`config.mk`:
```
export PLATFORM = sky130hd
export DESIGN_NAME = dm_port_arbiter
export DESIGN_NICKNAME = d
export VERILOG_FILES = /design/src/rtl/dm_port_arbiter_pkg.sv /design/src/rtl/dm_port_arbiter_rr_arb2.sv /design/src/rtl/dm_port_arbiter.sv
export SDC_FILE = /design/constraint.sdc
export NUM_CORES = 1
export LEC_CHECK = 0
export BUFFER_PORTS_ARGS = -buffer_cell sky130_fd_sc_hd__buf_2
export CAP_MARGIN = 25
export CELL_PAD_IN_SITES_DETAIL_PLACEMENT = 1
export CELL_PAD_IN_SITES_GLOBAL_PLACEMENT = 2
export CORE_AREA = 2 2 156 158
export DETAILED_ROUTE_END_ITERATION = 10
export DIE_AREA = 0 0 158 160
export PLACE_DENSITY_LB_ADDON = 0.3
export SLEW_MARGIN = 5
export SYNTH_ARGS = -nofsm -noshare
export SYNTH_HDL_FRONTEND = slang
export SYNTH_SLANG_ARGS = --single-unit
export TNS_END_PERCENT = 100
```
`constraint.sdc`:
```
create_clock -name clk -period 3.6 [get_ports clk]
set_input_delay 0.18 -clock clk [delete_from_list [all_inputs] [get_ports clk]]
set_output_delay 0.18 -clock clk [all_outputs]
set_load 0.02 [all_outputs]
```
`src/rtl/dm_port_arbiter_pkg.sv`:
```
// Shared definitions for the data-memory port arbiter: access width codes,
// FSM state type, default DM size and the alignment helper.
package dm_port_arbiter_pkg;

    localparam int DM_AW_DEF = 12;

    localparam logic [1:0] WIDTH_WORD = 2'b00;
    localparam logic [1:0] WIDTH_HALF = 2'b01;
    localparam logic [1:0] WIDTH_BYTE = 2'b10;

    typedef enum logic {
        S_IDLE   = 1'b0,
        S_ACCESS = 1'b1
    } state_e;

    // Alignment of a byte address for a given width; the illegal code is never aligned.
    function automatic logic is_aligned(input logic [1:0] width, input logic [1:0] lsb);
        logic res;
        case (width)
            WIDTH_WORD: res = (lsb == 2'b00);
            WIDTH_HALF: res = ~lsb[0];
            WIDTH_BYTE: res = 1'b1;
            default:    res = 1'b0;
        endcase
        return res;
    endfunction

endpackage

```
`src/rtl/dm_port_arbiter_rr_arb2.sv`:
```
// Two-way round-robin picker: with both requesting, the port that was not
// granted last wins; otherwise the lone requester wins.
module dm_port_arbiter_rr_arb2 (
    input  logic [1:0] req,
    input  logic       last,
    output logic       gnt_id,
    output logic       any
);

    // Pick the winner combinationally from the eligible requests.
    always_comb begin
        any    = |req;
        gnt_id = 1'b0;
        if (req == 2'b11) begin
            gnt_id = ~last;
        end else begin
            gnt_id = req[1];
        end
    end

endmodule

```
`src/rtl/dm_port_arbiter.sv`:
```
// Shares the single data memory between the CPU MEM stage (port 0) and the
// loader/DMA (port 1). One DM transaction per grant, illegal accesses are
// acknowledged with err and never reach the memory as a write.
//
// state    | meaning
// ---------+---------------------------------------------------------
// S_IDLE   | no access in flight; arbitrate eligible requests
// S_ACCESS | cur port drives the DM for exactly one cycle
module dm_port_arbiter
    import dm_port_arbiter_pkg::*;
#(
    parameter int DM_AW  = DM_AW_DEF,
    parameter int ADDR_W = 32
) (
    input  logic              clk,
    input  logic              reset,
    input  logic              p0_req,
    input  logic              p0_we,
    input  logic [1:0]        p0_width,
    input  logic              p0_load_sign,
    input  logic [ADDR_W-1:0] p0_addr,
    input  logic [31:0]       p0_wdata,
    input  logic [31:0]       p0_pc,
    output logic              p0_ack,
    output logic              p0_err,
    output logic [31:0]       p0_rdata,
    output logic              p0_stall,
    input  logic              p1_req,
    input  logic              p1_we,
    input  logic [1:0]        p1_width,
    input  logic              p1_load_sign,
    input  logic [ADDR_W-1:0] p1_addr,
    input  logic [31:0]       p1_wdata,
    input  logic [31:0]       p1_pc,
    output logic              p1_ack,
    output logic              p1_err,
    output logic [31:0]       p1_rdata,
    output logic              dm_we,
    output logic [1:0]        dm_width,
    output logic              dm_load_sign,
    output logic [ADDR_W-1:0] dm_addr,
    output logic [31:0]       dm_wd,
    output logic [31:0]       dm_pc,
    input  logic [31:0]       dm_rd
);

    state_e            state_q, state_d;
    logic              cur_q, cur_d;
    logic              last_gnt_q, last_gnt_d;
    logic [1:0]        ack_q, ack_d;
    logic [1:0]        err_q, err_d;
    logic [31:0]       rdata0_q, rdata0_d;
    logic [31:0]       rdata1_q, rdata1_d;

    logic [1:0]        elig;
    logic              gnt_id;
    logic              any;
    logic              cur_we;
    logic [1:0]        cur_width;
    logic              cur_sign;
    logic [ADDR_W-1:0] cur_addr;
    logic [31:0]       cur_wdata;
    logic [31:0]       cur_pc;
    logic              ok;
    logic [31:0]       resp;

    // A port being acked this cycle still shows its old request, so it sits out.
    assign elig = {p1_req & ~ack_q[1], p0_req & ~ack_q[0]};

    dm_port_arbiter_rr_arb2 u_rr (
        .req    (elig),
        .last   (last_gnt_q),
        .gnt_id (gnt_id),
        .any    (any)
    );

    // Route the current owner's fields to the DM and judge legality.
    always_comb begin
        cur_we    = cur_q ? p1_we        : p0_we;
        cur_width = cur_q ? p1_width     : p0_width;
        cur_sign  = cur_q ? p1_load_sign : p0_load_sign;
        cur_addr  = cur_q ? p1_addr      : p0_addr;
        cur_wdata = cur_q ? p1_wdata     : p0_wdata;
        cur_pc    = cur_q ? p1_pc        : p0_pc;
        ok        = is_aligned(cur_width, cur_addr[1:0]) &&
                    ((cur_addr >> (DM_AW + 2)) == '0);
        resp      = (~cur_we & ok) ? dm_rd : 32'h0;
    end

    // Reset gates the write in the same cycle so a store cut short never lands.
    assign dm_we        = (state_q == S_ACCESS) & cur_we & ok & ~reset;
    assign dm_width     = cur_width;
    assign dm_load_sign = cur_sign;
    assign dm_addr      = cur_addr;
    assign dm_wd        = cur_wdata;
    assign dm_pc        = cur_pc;

    // Next-state, grant latching and response generation.
    always_comb begin
        state_d    = state_q;
        cur_d      = cur_q;
        last_gnt_d = last_gnt_q;
        ack_d      = 2'b00;
        err_d      = 2'b00;
        rdata0_d   = rdata0_q;
        rdata1_d   = rdata1_q;
        case (state_q)
            S_IDLE: begin
                if (any) begin
                    state_d    = S_ACCESS;
                    cur_d      = gnt_id;
                    last_gnt_d = gnt_id;
                end
            end
            S_ACCESS: begin
                state_d       = S_IDLE;
                ack_d[cur_q]  = 1'b1;
                err_d[cur_q]  = ~ok;
                if (cur_q) begin
                    rdata1_d = resp;
                end else begin
                    rdata0_d = resp;
                end
            end
            default: state_d = S_IDLE;
        endcase
    end

    // State and response registers; last_gnt resets to 1 so port 0 wins first.
    always_ff @(posedge clk) begin
        if (reset) begin
            state_q    <= S_IDLE;
            cur_q      <= 1'b0;
            last_gnt_q <= 1'b1;
            ack_q      <= 2'b00;
            err_q      <= 2'b00;
            rdata0_q   <= 32'h0;
            rdata1_q   <= 32'h0;
        end else begin
            state_q    <= state_d;
            cur_q      <= cur_d;
            last_gnt_q <= last_gnt_d;
            ack_q      <= ack_d;
            err_q      <= err_d;
            rdata0_q   <= rdata0_d;
            rdata1_q   <= rdata1_d;
        end
    end

    assign p0_ack   = ack_q[0];
    assign p1_ack   = ack_q[1];
    assign p0_err   = err_q[0];
    assign p1_err   = err_q[1];
    assign p0_rdata = rdata0_q;
    assign p1_rdata = rdata1_q;
    assign p0_stall = p0_req & ~ack_q[0];

endmodule
```
After elaboration in Yosys (flattened, before gate mapping)
Cells that the tools add are included.

storage, ports and cells
  bits of input ports = 236
  output and inout bits = 169
  register bits = 71

cells by class
  order comparisons = 2
  equality and inequality tests = 3
  bitwise operators = 16
  reductions and logical operators = 10
  multiplexer cells = 13

operators with widths
  cell                  count
  $mux W32              4
  $logic_not A32 Y1     1
  $not A1 Y1            9
  $and A1 B1 Y1         6
  $reduce_and A2 Y1     3
  $mux W1               5
  $eq A2 B2 Y1 const B  2
  $logic_not A2 Y1      2
  $reduce_or A2 Y1      2
  $pmux W1 S3           1
  $and A2 B2 Y2         1
  $eq A2 B1 Y1 const B  1
  $logic_and A1 B1 Y1   2
  $lt A1 B2 Y1 const B  1
  $mux W2               1
  $pmux W1 S2           1
  $demux W1 S1          1
  $ge A1 B1 Y1 const B  1

Depth between registers and ports, before layout
Gate-level depths: netlist of run 1.

  depth after elaboration = 6
  depth in mapped cells = 7
  mapped depth without buffers = 5

Modules after synthesis
A second synthesis of run 1 with hierarchy kept.

unflattened totals
  cells, all modules = 490
  area total of the unflattened synthesis = 4,256.6 um^2

modules (own cells, without submodules)
  module                   cells each  seq. area each (um^2)  times used  area an instance (um^2)
  dm_port_arbiter          488         1,421.4                1           4,242.8
  dm_port_arbiter_rr_arb2  2           0.0                    1           13.8

Least setup slack after synthesis of run 1
No wires, ideal clock.

  kind = register to output
  from = register cur_q
  to = output port dm_addr[19]
  arrival = 1.305 ns
  cell stages (with the launch flop) = 5
  setup slack = 2.115 ns
  path buffers = 3
  path through = dfxtp_1 buf_6 buf_2 buf_2 mux2_2

between the ends
  word-level cells in the longest chain between the ends = 1

ends and longest elaborated chain
  what                    RTL line                source
  start, declared         dm_port_arbiter.sv:48   logic cur_q, cur_d;
  start signal, assigned  dm_port_arbiter.sv:141  cur_q <= cur_d;
  $mux W32                dm_port_arbiter.sv:82   cur_addr = cur_q ? p1_addr : p0_addr;
  end, declared           dm_port_arbiter.sv:41   output logic [ADDR_W-1:0] dm_addr,

Every way passes these cells.

Worst setup path after layout of run 1
  from = register cur_q
  to = output port dm_wd[21]

between the ends
  word-level cells in the longest chain between the ends = 1

ends and longest elaborated chain
  what           RTL line               source
  $mux W32       dm_port_arbiter.sv:83  cur_wdata = cur_q ? p1_wdata : p0_wdata;
  end, declared  dm_port_arbiter.sv:42  output logic [31:0] dm_wd,

Every way passes these cells.

==> flow_metrics.tcl, run 1 <==
set metrics [dict create \
    status "finished clean" \
    rsz0062_at_grt "false" \
    drv_cap 0 \
    p_leak_uw 0.00313 \
    portBuffers 404 \
    gp_routability_congestion 0.802 \
    wl_per_cell_um 17.8 \
    path_max_fanout 64 \
    fin_cells 1136 \
    syn_nets 649 \
    endpoint_kind "primary output" \
    final_common_cell "buf_2" \
    cts-root-buf "clkbuf_16" \
    timing.final.max_slew_violations 0 \
    p_per_area_nw_per_um2 367 \
    max_freq_mhz 373 \
    post-route-util_pct 27.4 \
    cts_resized 0 \
    finalHoldViolCount 0 \
    die_y_um 160 \
    overflow 0 \
    vias_per_cell 3.98 \
    syn_avg_cell_area_um2 9.53 \
    cts_buffers 9 \
    synth_top_cell_by_area "dfxtp_1" \
    row_count 57 \
    ant_nets 0 \
    syn_to_final_growth_pct 65.6 \
    vias 4526 \
    setup_viol_count_final 0 \
    post_cts_buffers 0 \
    worst-setup-path-type "flip-flop to primary output" \
    min_path_type "input pin to flip-flop" \
    netlist_top_cells_area "dfxtp_1 (36%), mux2_2 (28%), nand2_1 (9.5%), o21ai_2 (8.0%), o21ai_1 (3.1%)" \
    grt_pass1_wl_mm 29.8 \
    core-area_um2 23800 \
    max_slew_margin_pct 46.8 \
    hpwl_mm 17.1 \
    setup_tns_ps 0 \
    post_dp_cell_area_um2 6190 \
    post-route-min-period_ps 2680 \
    holdBufCountCts 0 \
    crit_arrival_ps 2500 \
    netlist.area_leader.share_pct 36.1 \
    fin_ws_ps 921 \
    grt_use_total_pct 15.5 \
    netlist_instances 413 \
    grt_pass1_vias 4859 \
    grt_antenna_before_repair 6 \
    worst_clock_skew_ps 3.65 \
    nNetsFinal 1039 \
    die_area_um2 25300 \
    drtPass1Iterations 4 \
    ys_seq_area_share_pct 36.1 \
    die_w_um 158 \
    dp_cells 1116 \
    path_clk_slew_ps 60 \
    vdd_ir_drop_max_mv 0.225 \
    io_pins 405 \
    final_cell_mix "buf_2 (404), nand2_1 (100), mux2_2 (98)" \
    worstPathRequired_ps 3420 \
    clockBufferDepth 2 \
    dp_slack_ps 1020 \
    drt_iter0_markers 105 \
    wirelength_mm 20.3 \
    clock_sinks 71 \
    drive_gt1_share_pct 70.9 \
    remaining_drc_errors 0 \
    start_util_pct 16.5 \
    cts_tree "yes" \
    synth_cell_type_count 33 \
    h-tree-depth 3 \
    fin_area_um2 6520 \
    synth_seq_cells 71 \
    clk_latency_ps 330 \
    min_period_over_period_pct 74.4 \
    ys_warn_count 0 \
    grt_max_degree 65 \
    tightestPinTransition_ps 799 \
    syn_area_um2 3940 \
    cp-start-kind "flip-flop" \
]
-- per-layer routing --
metal,vias up,part of all wire [%],global-route usage [%]
met4,6,1.1,2.87
li1,2230,-,-
met5,-,0.23,0
met3,22,10,7.11
met1,2065,42,18.8
met2,203,47,25.5
-- layout make-up --
type                    instances  area (um2)
multi-input cells             308        2290
clock inverters                 7        93.8
repair buffers                408        2050
clock buffers                   9         225
inverters                       5        18.8
well taps                     324         405
fillers                      2969       17300
diodes                          4        10.0
flip-flops and latches         71        1430
-- logic make-up after synthesis --
| group | after synthesis | share of synthesized area, % |
|---|---|---|
| simple gates | 130 | 15.3 |
| mux | 98 | 28.0 |
| compound gates | 80 | 14.6 |
| flops | 71 | 36.1 |
| buf+inv | 34 | 6.01 |
-- flip-flops by register name (all words and copies together), names as in the netlist --
register / cells
last_gnt_q: 1
ack_q: 2
p0_rdata: 32
p1_rdata: 32
state_q: 1
cur_q: 1
err_q: 2
-- worst max-delay path: stages, from the launching register on --
cell,delay [ps]
dfxtp_4,860
buf_4,640
mux2_2,440
buf_2,170
-- through the flow --
stage,power [uW],hold WS (ps)
detailed placement,1460,438
floorplan,1180,253
CTS,2440,100
global placement,1460,432
global route,2520,101
finish,2390,118
-- where the power goes --
| group | internal (uW) | switching [uW] | total [uW] |
|---|---|---|---|
| combinational | 279 | 338 | 617 |
| clock | 608 | 353 | 961 |
| sequential | 790 | 25.0 | 815 |
-- path summary, 6_finish.rpt --
check	startpoint	to	slack, ps	depth (start not counted)
worst max-delay path	cur_q	dm_wd[21]	920	3
worst max register to register	cur_q	p1_rdata[22]	1070	5
worst min register to register	p0_rdata[29]	p0_rdata[29]	440	2
worst min-delay path	reset	state_q	120	2
-- cells in the mapped netlist (all sizes together) --
cell type  count
a2111o         1
a211oi         1
a21boi         2
a21oi          3
a22oi          1
a32oi          1
and2           1
and3           1
buf           20
clkbuf         9
dfxtp         71
inv            5
mux2          98
nand2        100
nand2b         2
nand3          3
nand4          2
nor2          10
nor2b          1
nor3           3
nor4           3
o21ai         69
o311a          1
o311ai         1
or4            4
(Power assumes the default switching activity.)
==> run 2, diff against run 1 <==
--- a/config.mk
+++ b/config.mk
@@ -9,9 +9,8 @@
 export CAP_MARGIN = 25
 export CELL_PAD_IN_SITES_DETAIL_PLACEMENT = 1
 export CELL_PAD_IN_SITES_GLOBAL_PLACEMENT = 2
-export CORE_AREA = 2 2 156 158
+export CORE_UTILIZATION = 16
 export DETAILED_ROUTE_END_ITERATION = 10
-export DIE_AREA = 0 0 158 160
 export PLACE_DENSITY_LB_ADDON = 0.3
 export SLEW_MARGIN = 5
 export SYNTH_ARGS = -nofsm -noshare
==> constraint.sdc (replaced) <==
create_clock -name clk -period 2.2 [get_ports clk]
set_input_delay 0.11 -clock clk [delete_from_list [all_inputs] [get_ports clk]]
set_output_delay 0.11 -clock clk [all_outputs]
set_load 0.02 [all_outputs]
==> run 2 against run 1 <==
  * Clock skew up 1.5 ps
  * Register-to-register slack worse by 660 ps
  * Core utilization up 0.12 points
  * Die area down 0.15%
  * Combinational power up 67%
  * Final area up 2.2%
  * Clock-buffer cell count up 2
==> flow_metrics.tcl, run 2 (synthesized netlist as in run 1, its figures left out) <==
set metrics [dict create \
    clk_latency_ps 330 \
    max_freq_mhz 490 \
    cp_top_family "flip-flops" \
    slowest_stage "dfxtp_4" \
    status "finished clean" \
    drv_cap 0 \
    remaining_drc_errors 0 \
    die_area_um2 25200 \
    portBuffers 404 \
    worst-setup-path-type "flip-flop to primary output" \
    start_util_pct 16.2 \
    core-area_um2 24200 \
    overflow 0 \
    path_buf_inv 2 \
    wirelength_mm 20.4 \
    grt_pass1_vias 4845 \
    cts-root-buf "clkbuf_16" \
    crit_arrival_ps 1930 \
    vias_per_cell 3.94 \
    worst_clock_skew_ps 5.13 \
    hpwl_mm 17.6 \
    endpoint_kind "primary output" \
    nNetsFinal 1048 \
    clockPowerShare_pct 41.6 \
    drt_iter0_markers 154 \
    sw_frac_of_total_pct 28.7 \
    seqPwrFrac_pct 32.6 \
    vdd_ir_drop_max_mv 0.242 \
    cts_tree "yes" \
    timing.final.max_slew_violations 0 \
    final_common_cell "buf_2" \
    post-route-util_pct 27.5 \
    clockBufferDepth 2 \
    ant_nets 0 \
    dp_cells 1124 \
    grt_pass1_wl_mm 30.4 \
    cts_buffers 9 \
    row_count 57 \
    gp_routability_congestion 0.800 \
    min_path_type "input pin to flip-flop" \
    grt_max_degree 52 \
    post-route-min-period_ps 2040 \
    grt_use_total_pct 15.9 \
    cp_cell_sequence "inv_2 -> a2111o_1 -> nand3_2 -> and2_1 -> and3_1 -> buf_2" \
    p_per_area_nw_per_um2 603 \
    tightestPinTransition_ps 981 \
    path_max_fanout 23 \
    final_cell_mix "buf_2 (404), nand2_1 (100), mux2_2 (98)" \
    cp-start-kind "flip-flop" \
    max_slew_margin_pct 34.4 \
    h-tree-depth 3 \
    holdWs_ps 48.7 \
    syn_to_final_growth_pct 69.3 \
    p_int_uw 2870 \
    setup_viol_count_final 0 \
    io_pins 405 \
    setup_tns_ps 0 \
    p_leak_uw 0.00320 \
    p_total_uw 4020 \
    path_clk_slew_ps 60 \
    die_y_um 159 \
    startpoint "cur_q" \
    min_period_over_period_pct 92.8 \
    rsz0062_at_grt "false" \
    grt_antenna_before_repair 4 \
    drtPass1Iterations 4 \
    wl_per_cell_um 17.8 \
    hold_start "dm_rd[1]" \
    vias 4515 \
    p_comb_share_pct 25.7 \
    worstPathRequired_ps 2090 \
    slowest_delay_ps 520 \
    fin_cells 1146 \
    finalHoldViolCount 0 \
    drive_gt1_share_pct 71.0 \
    power.switching_uw 1150 \
    r2r-start "cur_q" \
    clock_sinks 71 \
    die_w_um 159 \
]
run 2: repair_timing:
item / in CTS / in global routing
setup buffers: 0 / 1
hold buffers: 0 / 0
gates resized for setup: 0 / 1
setup endpoints to repair: 0 / 52
run 2: area by class of cell:
type                            instances  area (um2)
Inverter                                5        18.8
Sequential cell                        71        1430
Clock inverter                          5         106
Fill cell                            3000       17600
Tap cell                              324         405
Timing Repair Buffer                  417        2160
Antenna cell                            5        12.5
Multi-Input combinational cell        308        2300
Clock buffer                           11         233
run 2: worst paths after layout:
kind	end	slack, ps	depth (start not counted)
setup reg to reg	p0_rdata[22]	410	7
hold reg to reg	p1_rdata[27]	440	2
hold / removal	p1_rdata[1]	50	3
setup / recovery	dm_we	160	6
run 2: tightest hold or removal path: cells and delay by family:
| kind | cells | cell delay (ps) |
|---|---|---|
| AO/OA/AOI/OAI | 1 | 100 |
| buffers and inverters | 1 | 80 |
| AND/OR/NAND/NOR | 1 | 70 |
run 2: layer usage:
layer	vias to the layer above	share of wire [%]	track usage [%]	wire [um]
met1	2059	41	18.9	8470
li1	2248	-	-	-
met3	14	8.1	5.25	1650
met2	194	50	27.9	10200
met4	0	0.85	3.10	173
met5	-	0	0	0
run 2: power groups by stage:
stage          Sequential (uW)  Combinational (uW)  Clock (uW)
2_1_floorplan             1330                 597           0
3_3_place_gp              1340                1050           0
3_5_place_dp              1340                1050           0
4_1_cts                   1310                1050        1730
5_1_grt                   1310                1110        1790
6_report                  1310                1030        1670
run 2: per-stage QoR:
stage | worst slack, ps | cell area [um2]
2_1_floorplan | 785 | 3940
3_3_place_gp | 323 | 6300
3_5_place_dp | 384 | 6300
4_1_cts | 27.7 | 6640
5_1_grt | 17.9 | 6660
6_report | 158 | 6670
==> run 3, diff against run 2 <==
--- a/config.mk
+++ b/config.mk
@@ -5,7 +5,7 @@
 export SDC_FILE = /design/constraint.sdc
 export NUM_CORES = 1
 export LEC_CHECK = 0
-export BUFFER_PORTS_ARGS = -buffer_cell sky130_fd_sc_hd__buf_2
+export BUFFER_PORTS_ARGS = -buffer_cell sky130_fd_sc_hd__clkbuf_2
 export CAP_MARGIN = 25
 export CELL_PAD_IN_SITES_DETAIL_PLACEMENT = 1
 export CELL_PAD_IN_SITES_GLOBAL_PLACEMENT = 2
==> run 3 against run 2 <==
  * Non-clock buffer count increased by 1
  * Core utilization decreased by 0.26 points
  * Total power fell by 7.0%
  * First-iteration DRC count is 12% lower
  * Register-to-register slack got worse by 20 ps
  * Largest cell class unchanged
==> flow_metrics.tcl, run 3 (synthesized netlist as in run 1, its figures left out) <==
set metrics [dict create \
    finalHoldViolCount 0 \
    holdWs_ps 27.8 \
    cts_resized 0 \
    syn_to_final_growth_pct 67.7 \
    grt_use_total_pct 15.6 \
    status "finished clean" \
    start_util_pct 16.2 \
    grt_pass1_wl_mm 29.8 \
    fin_area_um2 6600 \
    n_fill_cell 2980 \
    grt_antenna_before_repair 3 \
    r2r-start "cur_q" \
    path_clk_slew_ps 60 \
    rsz0062_at_grt "false" \
    drive_gt1_share_pct 71.0 \
    worstPathRequired_ps 2090 \
    min_period_over_period_pct 89.2 \
    post-route-min-period_ps 1960 \
    holdBufCountCts 0 \
    die_w_um 159 \
    wirelength_mm 20.1 \
    max_slew_margin_pct 39.5 \
    clock_sinks 71 \
    die_y_um 159 \
    cp_cell_sequence "inv_2 -> a2111o_1 -> nand3_2 -> and2_1 -> and3_1 -> clkbuf_2" \
    worst_clock_skew_ps 5.30 \
    hold_start "dm_rd[17]" \
    setup_viol_count_final 0 \
    p_leak_uw 0.00318 \
    seq_area_um2 1430 \
    cts_buffers 9 \
    cp_top_family "simple AND/OR/NAND/NOR gates" \
    p_total_uw 3740 \
    h-tree-depth 3 \
    portBuffers 404 \
    max_freq_mhz 510 \
    die_area_um2 25200 \
    drt_iter0_markers 136 \
    cp-start-kind "flip-flop" \
    clk_latency_ps 330 \
    met1_usage_pct 18.9 \
    grt_max_degree 60 \
    startpoint "cur_q" \
    use_met3_pct 5.25 \
    grt.busiest_layer "met2" \
    overflow 0 \
    path_max_fanout 14 \
    cts-root-buf "clkbuf_16" \
    worst-setup-path-type "flip-flop to primary output" \
    timing.final.max_slew_violations 0 \
    grt_pass1_vias 4741 \
    drtPass1Iterations 4 \
    drv_cap 0 \
    final_common_cell "clkbuf_2" \
    p_per_area_nw_per_um2 567 \
    ant_nets 0 \
    hpwl_mm 17.1 \
    slowest_stage "dfxtp_4" \
    nNetsFinal 1049 \
    final_cell_mix "clkbuf_2 (404), nand2_1 (100), mux2_2 (98)" \
    slowest_delay_ps 470 \
    crit_arrival_ps 1850 \
    grt_util_met2_pct 26.8 \
    setup_tns_ps 0 \
    vdd_ir_drop_max_mv 0.248 \
    row_count 57 \
    gp_routability_congestion 0.820 \
    post_dp_cell_area_um2 6300 \
    remaining_drc_errors 0 \
    min_path_type "input pin to flip-flop" \
    vias_per_cell 3.95 \
    clockBufferDepth 2 \
    endpoint_kind "primary output" \
    multi_input_area_um2 2300 \
    wl_per_cell_um 17.5 \
    core-area_um2 24200 \
    vias 4518 \
    tightestPinTransition_ps 905 \
    path_buf_inv 2 \
    io_pins 405 \
    cts_tree "yes" \
]
run 3: per-stage QoR:
step	util, %	cells	setup slack [ps]
after global placement	26.0	1123	347
after detailed placement	26.0	1123	314
after global routing	27.2	1143	94.6
final	27.2	1143	238
after CTS	27.1	1139	72.9
after floorplan	-	413	785
run 3: cell type report:
type / instances / share of cell area (%)
clock inverter: 3 / 0.265
timing repair buffer: 418 / 32.8
inverter: 5 / 0.284
antenna: 1 / 0.0379
tap: 324 / 6.14
sequential: 71 / 21.6
multi-input combinational: 308 / 34.9
clock buffer: 13 / 3.94
run 3: path summary, 6_finish.rpt:
path,end,slack [ps],cells past startpoint
setup reg to reg,p1_rdata[18],390,7
setup / recovery,dm_we,240,6
hold reg to reg,p0_rdata[6],450,2
hold / removal,p0_rdata[17],30,3
run 3: where the power goes:
part           switching [uW]  internal (uW)
clock                     555            822
sequential               15.4           1290
combinational             589            465
total                    1160           2580
run 3: worst reg2reg max path, stage by stage (launching register included):
cell     delay, ps
dfxtp_4        410
nor3_1         210
a22oi_1        140
a21oi_4        170
buf_4          140
nand4_4        250
buf_12         270
o21ai_0        150
run 3: metal layers:
metal	wire, um	vias up
met3	1580	15
met5	14	-
li1	-	2242
met4	198	2
met1	8540	2062
met2	9720	197
run 3: repair_timing:
item                                    CTS  global route
endpoints found under the hold margin     0             0
endpoints found under the setup margin    0             1
setup buffers                             0             3
